==> config.mk <==
export PLATFORM = sky130hd
export DESIGN_NAME = rst_seq_gen
export DESIGN_NICKNAME = d
export VERILOG_FILES = /design/src/rtl/rst_seq_gen.sv
export SDC_FILE = /design/constraint.sdc
export NUM_CORES = 1
export LEC_CHECK = 0
export ABC_CLOCK_PERIOD_IN_PS = 1640
export CAP_MARGIN = 20
export CORE_ASPECT_RATIO = 0.6
export CORE_MARGIN = 4
export CORE_UTILIZATION = 45
export CTS_BUF_LIST = sky130_fd_sc_hd__clkbuf_8
export DETAILED_ROUTE_END_ITERATION = 16
export HOLD_SLACK_MARGIN = 0.08
export PLACE_DENSITY = 0.67
export SLEW_MARGIN = 25
export SYNTH_ARGS = -nofsm -noshare
export SYNTH_HDL_FRONTEND = slang
export SYNTH_SLANG_ARGS = --single-unit
==> constraint.sdc <==
create_clock -name clk -period 1.64 [get_ports clk]
set_clock_uncertainty 0.05 [all_clocks]
set_input_delay 0.328 -clock clk [delete_from_list [all_inputs] [get_ports clk]]
set_output_delay 0.328 -clock clk [all_outputs]
set_load 0.005 [all_outputs]
==> src/rtl/rst_seq_gen.sv <==
// Staggered multi-channel active-low reset release plus per-channel divided clock enables.
// Defining RST_SEQ_WDOG_EN adds a watchdog that forces a soft-reset replay on timeout.
module rst_seq_gen #(
    parameter int NUM_CH   = 4,
    parameter int CNT_W    = 8,
    parameter int RST_LEN0 = 2,
    parameter int RST_STEP = 8,
    parameter int CE_DIV0  = 2,
    parameter int WDOG_LEN = 1024
) (
    input  logic              clk,
    input  logic              rst,
    input  logic              soft_req,
    output logic              soft_ack,
    output logic [NUM_CH-1:0] ch_rst_n,
    output logic [NUM_CH-1:0] ch_ce,
    output logic              seq_done
`ifdef RST_SEQ_WDOG_EN
    ,
    input  logic              wdog_kick,
    output logic              wdog_fired
`endif
);

    localparam int L_LAST = RST_LEN0 + (NUM_CH - 1) * RST_STEP;
    localparam int P_MAX  = CE_DIV0 << (NUM_CH - 1);
    localparam int DIV_W  = ($clog2(P_MAX) > 0) ? $clog2(P_MAX) : 1;

    if (NUM_CH < 1 || NUM_CH > 16) begin : g_err_num_ch
        $error("rst_seq_gen: NUM_CH must be 1..16");
    end
    if (RST_LEN0 < 1 || RST_STEP < 0 || CE_DIV0 < 1 || WDOG_LEN < 1) begin : g_err_range
        $error("rst_seq_gen: RST_LEN0, CE_DIV0, WDOG_LEN must be >= 1 and RST_STEP >= 0");
    end
    if (L_LAST > (2 ** CNT_W) - 1) begin : g_err_cnt_w
        $error("rst_seq_gen: CNT_W too narrow for the longest release time");
    end

    typedef enum logic [1:0] {HOLD, RUN, SOFT} state_t;

    state_t            state_q;
    logic [CNT_W-1:0]  cnt_q;
    logic [CNT_W-1:0]  cnt_d;
    logic [NUM_CH-1:0] ch_rst_n_q;
    logic [NUM_CH-1:0] ch_rst_n_d;
    logic [NUM_CH-1:0] ch_ce_q;
    logic [NUM_CH-1:0] div_wrap;
    logic [DIV_W-1:0]  div_q [NUM_CH];
    logic [DIV_W-1:0]  div_d [NUM_CH];
    logic              seq_done_q;
    logic              soft_ack_q;
    logic              last_rel;
    logic              go_soft;

    // Channel i releases on the edge where the edge count reaches L_i, i.e. cnt_q == L_i-1.
    always_comb begin
        cnt_d    = (cnt_q == {CNT_W{1'b1}}) ? cnt_q : cnt_q + 1'b1;
        last_rel = int'(cnt_q) >= L_LAST - 1;
        for (int i = 0; i < NUM_CH; i++) begin
            ch_rst_n_d[i] = ch_rst_n_q[i] | (int'(cnt_q) >= RST_LEN0 + i * RST_STEP - 1);
            div_wrap[i]   = int'(div_q[i]) == (CE_DIV0 << i) - 1;
            div_d[i]      = div_wrap[i] ? '0 : div_q[i] + 1'b1;
        end
    end

`ifdef RST_SEQ_WDOG_EN
    localparam int WD_W = $clog2(WDOG_LEN + 1);

    logic [WD_W-1:0] wd_q;
    logic            wd_fire;
    logic            wdog_fired_q;

    // A kick on the timeout cycle suppresses the fire.
    assign wd_fire = (state_q == RUN) && (wd_q == WD_W'(WDOG_LEN - 1)) && !wdog_kick;
    assign go_soft = (state_q == RUN) && (soft_req || wd_fire);

    always_ff @(posedge clk) begin
        if (rst) begin
            wd_q         <= '0;
            wdog_fired_q <= 1'b0;
        end else begin
            wdog_fired_q <= wd_fire;
            if (state_q != RUN || wdog_kick || go_soft) begin
                wd_q <= '0;
            end else begin
                wd_q <= wd_q + 1'b1;
            end
        end
    end

    assign wdog_fired = wdog_fired_q;
`else
    assign go_soft = (state_q == RUN) && soft_req;
`endif

    always_ff @(posedge clk) begin
        if (rst) begin
            state_q    <= HOLD;
            cnt_q      <= '0;
            ch_rst_n_q <= '0;
            ch_ce_q    <= '0;
            seq_done_q <= 1'b0;
            soft_ack_q <= 1'b0;
            // NOTE: div_q is a small flop array, not a RAM, so resetting every entry is legitimate.
            for (int i = 0; i < NUM_CH; i++) begin
                div_q[i] <= '0;
            end
        end else begin
            soft_ack_q <= 1'b0;
            for (int i = 0; i < NUM_CH; i++) begin
                if (ch_rst_n_q[i]) begin
                    div_q[i]   <= div_d[i];
                    ch_ce_q[i] <= div_wrap[i];
                end else begin
                    div_q[i]   <= '0;
                    ch_ce_q[i] <= 1'b0;
                end
            end

            case (state_q)
                RUN: begin
                    // NOTE: later non-blocking assignments in the same block override the divider updates above.
                    if (go_soft) begin
                        state_q    <= SOFT;
                        cnt_q      <= '0;
                        ch_rst_n_q <= '0;
                        ch_ce_q    <= '0;
                        seq_done_q <= 1'b0;
                        soft_ack_q <= soft_req;
                        for (int i = 0; i < NUM_CH; i++) begin
                            div_q[i] <= '0;
                        end
                    end
                end
                default: begin
                    // SOFT counts as the first cycle of the replayed sequence, exactly like the reset cycle.
                    cnt_q      <= cnt_d;
                    ch_rst_n_q <= ch_rst_n_d;
                    if (last_rel) begin
                        state_q    <= RUN;
                        seq_done_q <= 1'b1;
                    end else begin
                        state_q <= HOLD;
                    end
                end
            endcase
        end
    end

    assign ch_rst_n = ch_rst_n_q;
    assign ch_ce    = ch_ce_q;
    assign seq_done = seq_done_q;
    assign soft_ack = soft_ack_q;

endmodule

# [Yosys cells after proc, flatten, opt, wreduce, memory -nomap -nowiden]
# Memories as Yosys holds them, arrays and structs flattened.
# Index checks and enable logic that the tools add are counted.
[word_totals] reg_bits=20 latch_bits=0 ramBits=16 romBits=0 input_bits=3 out_inout_bits=10 wordCells=110 memories=1
[op_classes] addsub=5 n_mul=0 div_mod_pow=0 n_lt_le_gt_ge=4 n_eq_ne=8 n_shift=0 n_mux=63 bitwise=18 reduce_logical=5
[memory_table] memory="div_q" words=4 word_bits=4 rd=4 rd_ports_with_merged_regs=0 write_ports=4 line="48" source="logic [DIV_W-1:0] div_q [NUM_CH];"
[op_table] operator="2-to-1 mux 4 bit" count=20
[op_table] operator="2-to-1 mux 1 bit" count=38
[op_table] operator="2-to-1 mux 8 bit" count=3
[op_table] operator="adder 4 x 1 -> 4 bit, second input constant" count=4
[op_table] operator="greater-or-equal comparator 8 x 5 -> 1 bit, second input constant" count=2
[op_table] operator="bitwise OR 1 bit" count=16
[op_table] operator="adder 8 x 1 -> 8 bit, second input constant" count=1
[op_table] operator="equality test 8 bit, second input constant" count=1
[op_table] operator="greater-or-equal comparator 8 x 1 -> 1 bit, second input constant" count=1
[op_table] operator="greater-or-equal comparator 8 x 4 -> 1 bit, second input constant" count=1
[op_table] operator="equality test 4 x 1 -> 1 bit, second input constant" count=1
[op_table] operator="equality test 4 x 2 -> 1 bit, second input constant" count=1
[op_table] operator="equality test 4 x 3 -> 1 bit, second input constant" count=1
[op_table] operator="equality test 4 bit, second input constant" count=1
[op_table] operator="2-to-1 mux 2 bit" count=2
[op_table] operator="AND reduction 2 bit" count=2
[op_table] operator="OR reduction 3 bit" count=1
[op_table] operator="equality test 2 x 1 -> 1 bit, second input constant" count=1
[op_table] operator="!= test 2 x 1 -> 1 bit, second input constant" count=1
[op_table] operator="!= test 2 bit, second input constant" count=1
[op_table] operator="NOT 1 bit" count=2
[op_table] operator="nonzero test 2 bit" count=1
[op_table] operator="logical AND 1 bit" count=1

# [Longest topological paths before layout]
# Gate-level depths: netlist (run 1).
[logic_depth] ltp_word=7 ltp_mapped=6 mapped_depth_nobuf=6

# [Least setup slack after synthesis (run 1)]
# No wires, ideal clock.
[synth_path] path_type="reg2reg" from="reg cnt_q[1]" to="reg ch_rst_n_q[1] (netlist: ch_rst_n[1])" setup_time_ns=0.121 arrival_ns=1.426 required_ns=1.469 setup_slack_ns=0.043 stages_incl_launch_ff=7 path_buffers=0 period_less_slack_ns=1.597 cell_sequence="dfxtp_1 inv_1 ha_1 or3b_4 a211o_1 a21oi_2 nor2_1"
[synth_via] elab_chain_cells=3
[synth_lines] item="start, declared" line="42" source="logic [CNT_W-1:0] cnt_q;"
[synth_lines] item="start signal, assigned" line="137" source="cnt_q <= cnt_d;"
[synth_lines] item="greater-or-equal comparator 8 x 4 -> 1 bit" line="60" source="ch_rst_n_d[i] = ch_rst_n_q[i] | (int'(cnt_q) >= RST_LEN0 + i * RST_STEP - 1);"
[synth_lines] item="bitwise OR 1 bit" line="60"
[synth_lines] item="2-to-1 mux 4 bit" line="120" source="case (state_q)"
[synth_lines] item="end signal, assigned" line="138" source="ch_rst_n_q <= ch_rst_n_d;"
[synth_lines] item="end, declared" line="44" source="logic [NUM_CH-1:0] ch_rst_n_q;"
# No other way between the ends.
# A chain may end at the register's enable or synchronous reset.

# [Worst setup path in the final report (run 1)]
[layout_path] from="reg ch_rst_n_q[1] (netlist: ch_rst_n[1])" to="out ch_rst_n[1]"
[layout_lines] item="end, declared" line="15" source="output logic [NUM_CH-1:0] ch_rst_n,"
# No word-level cell between the ends.

==> results of run 1 <==
stage by stage:
step,instance area (um^2),setup slack (ps),hold WS [ps],power (mW)
after floorplan,1610,43.3,399,1.03
after global placement,1860,-42.1,393,1.07
after detailed placement,1860,-76.8,399,1.08
after CTS,1940,0.0777,409,1.66
after global routing,1970,-18.1,449,1.72
final,1970,41.7,406,1.65
worst reg2reg max path, cell delays in order (launching register included):
cell     delay [ps]
dfxtp_4         360
inv_2            60
ha_1            140
or3b_4          400
a211o_1         280
a21oi_2         120
nor2_1           40
area by class of cell:
class | count | area (um^2) | area share [%]
Clock buffer | 5 | 68.8 | 3.49
Tap cell | 45 | 56.3 | 2.86
Timing Repair Buffer | 24 | 210 | 10.7
Sequential cell | 36 | 806 | 40.9
Multi-Input combinational cell | 119 | 803 | 40.7
Clock inverter | 3 | 12.5 | 0.635
Inverter | 4 | 15.0 | 0.761
cell usage after synthesis, drive strengths merged:
cell type and instances:
o41ai 1, ha 8, a211oi 1, nor2b 1, nor2 17, inv 4, and3 3, nand4 1
nor3 9, nor4 1, or2 1, a211o 1, nor4bb 1, o21a 2, o311ai 1, clkbuf 1
buf 3, nand3b 2, a31oi 1, and4 1, nand2b 4, edfxtp 8, xnor2 2, conb 1
nor3b 4, a41oi 1, o31ai 3, o211ai 1, a22oi 1, dfxtp 28, xor2 2, nand4b 1
or3b 2, nand3 7, mux2 1, nand2 10, o21ai 4, or3 3, a21oi 13
cells in the final DEF, fill, tap and decap left out, types with 2 or more instances in the layout:
| cell type | instances |
|---|---|
| and3_1 | 2 |
| inv_2 | 2 |
| dfxtp_1 | 26 |
| buf_4 | 12 |
| nor2_1 | 17 |
| nor3_1 | 9 |
| inv_1 | 4 |
| ha_1 | 7 |
| nand2b_1 | 4 |
| conb_1 | 8 |
| nand2_1 | 10 |
| o21ai_0 | 3 |
| a21oi_1 | 11 |
| o21a_1 | 2 |
| o31ai_1 | 2 |
| clkbuf_8 | 5 |
| xor2_1 | 2 |
| edfxtp_1 | 8 |
| nand3b_1 | 2 |
| or3_1 | 2 |
| nor3b_1 | 4 |
| xnor2_1 | 2 |
| nand3_1 | 6 |
| clkdlybuf4s50_1 | 12 |
worst max-delay path by stage:
stage / cells after the start / end / start / slack (ps)
finish: 1 / ch_rst_n[1] / ch_rst_n[1] / 40
global route: 6 / cnt_q[5] / cnt_q[1] / -20
CTS: 6 / ch_rst_n[1] / cnt_q[0] / 0.08
detailed placement: 5 / cnt_q[5] / soft_req / -80
global placement: 5 / cnt_q[5] / soft_req / -40
floorplan: 6 / ch_rst_n[1] / cnt_q[1] / 40
sequential cells by signal, indices dropped and copies added, names as in the netlist:
register	flops
ch_ce	4
ch_rst_n	4
cnt_q	8
div_q	16
seq_done	1
soft_ack	1
state_q	2
power by group through the flow:
stage	Combinational [mW]	Clock, mW	Sequential (mW)
global route	0.129	0.638	0.952
floorplan	0.0645	0	0.965
global placement	0.108	0	0.966
finish	0.115	0.582	0.949
detailed placement	0.114	0	0.967
CTS	0.114	0.595	0.948
layer usage:
| metal | wire length, um | vias to the layer above | track usage (%) |
|---|---|---|---|
| met1 | 1490 | 589 | 18.2 |
| met3 | 92 | 5 | 4.74 |
| met2 | 1480 | 12 | 25.2 |
| met4 | 23 | 0 | 5.79 |
| met5 | 0 | - | 0 |
| li1 | - | 624 | - |
what timing repair did:
item	in CTS	in global routing
cloned	0	0
hold buffers	0	0
resized for setup	1	8
pin swaps	0	3
setup endpoints to repair	1	5
logic make-up (layout without fill, tap and decap cells):
| logic type | after synthesis | in the layout | synth area share (%) |
|---|---|---|---|
| AOI/OAI and AO/OA | 30 | 30 | 13.7 |
| xor gates and xnor gates | 4 | 4 | 2.21 |
| and+or+nand+nor | 68 | 68 | 24.1 |
| muxes | 1 | 1 | 0.709 |
| other | 1 | 8 | 0.236 |
| adders and majority gates | 8 | 8 | 6.30 |
| buffers and inverters | 8 | 36 | 2.28 |
| DFF | 36 | 36 | 50.4 |
==> metrics.yaml, run 1 <==
finish:
  fillCellCount: 301
  fin_util_pct: 59.3
  area_growth_pct: 24.2
  drive_above_1_share_pct: 18.3
  nNetsFinal: 201
  n_antenna_cell: 0
  stdcell_count: 236
worst_hold_path:
  worstHoldStart: "seq_done"
  hold_path.class: "reg -> reg"
  hold-path-endpoint: "seq_done"
  min_path_cells: 2
place:
  gp_congestion: 0.739
  hpwl_um: 2320
  dp_cells: 228
  portBuffers: 12
power_and_ir_drop:
  power_frac_clock_pct: 35.3
  p_int_mw: 1.27
  seqPwrFrac_pct: 57.6
  power_density_nw_per_um2: 835
  leakagePower_nw: 0.740
  power_switching_uw: 375
  ir_drop_mv: 0.487
  pwr-share-comb_pct: 7.0
  p_sw_share_pct: 22.8
sta:
  rsz0062_at_grt: "true"
  min_period_over_period_pct: 97.5
  timing.final.max_slew_violations: 0
  finalSetupViolations: 0
  final_period_minus_worst_setup_slack_ps: 1600
  setup_tns_ps: 0
  finalHoldViolCount: 0
  clock.fmax_ghz: 0.626
synthesis:
  yosysSeqAreaShare_pct: 50.4
  netlist_area_um2: 1590
  synthCells: 156
  synth_top_cells_by_area: "dfxtp_1 (35%), edfxtp_1 (15%), ha_1 (6.3%), nor2_1 (4.0%), a21oi_1 (3.5%)"
  synth_cell_types: 47
  yosysTopAreaCellShare_pct: 35.3
  yosysTopAreaCell: "dfxtp_1"
  ys.warnings.count: 0
  postSynthAreaPerCell_um2: 10.2
  synth-seq-cells: 36
global_route:
  grt_pass1_wl_um: 5250
  grt_max_degree: 12
  gr-usage-all-layers_pct: 14.9
  grt.overflow.total: 0
  antenna_found_initial: 0
  grt_pass1_vias: 1216
critical_path:
  crit_family: "buffers and inverters"
  worst-setup-path-type: "reg -> out"
  crit_arrival_ps: 1220
  path_cells: "clkdlybuf4s50_1"
  r2r_start: "cnt_q[0]"
  worstSetupEndpointType: "output pin"
  reg2reg_depth: 6
  critPathRequiredTime_ps: 1260
  rrSetupSlack_ps: 60
  crit_path_start_kind: "register"
  cpMaxStageDelayCell: "clkdlybuf4s50_1"
  r2r_end: "ch_rst_n[1]"
  cp_slowest_stage_delay_ps: 540
  crit_path_max_fanout: 4
  critPathBufInv: 1
cts:
  cts_tree: "done"
  clk_latency_ps: 280
  cts_root_buf: "clkbuf_8"
  numCtsBuffers: 5
  cts_setup_buffers: 0
  h-tree-depth: 2
  max-clock-path-buffers: 2
  cts_sinks: 36
  clk_pin_slew_worst_paths_ps: 70
drt:
  drt_iter0_drc: 43
  drt-wirelength-per-cell_um: 13.1
  detail-route-antenna-nets: 0
  finalWirelength_um: 3090
  vias_per_cell: 5.21
  firstDrtPassIters: 4
  vias: 1230
  drc: 0
floorplan:
  fp.dieW_um: 84.7
  dieArea_um2: 4570
  die_y_um: 54.0
  rows: 16
  coreArea_um2: 3320
  num_io_pins: 13
  initial_core_util_pct: 47.8
outcome:
  outcome: "finished clean"
job:
  drv.max_cap_violation_count: 0
No activity file was read; power rests on OpenSTA's default activity.
==> run 2, diff against run 1 <==
Settings changed: SLEW_MARGIN 25 to 10.
==> results of run 2 <==
Same layout as run 1: the final DEF is identical, and so are final timing and power.
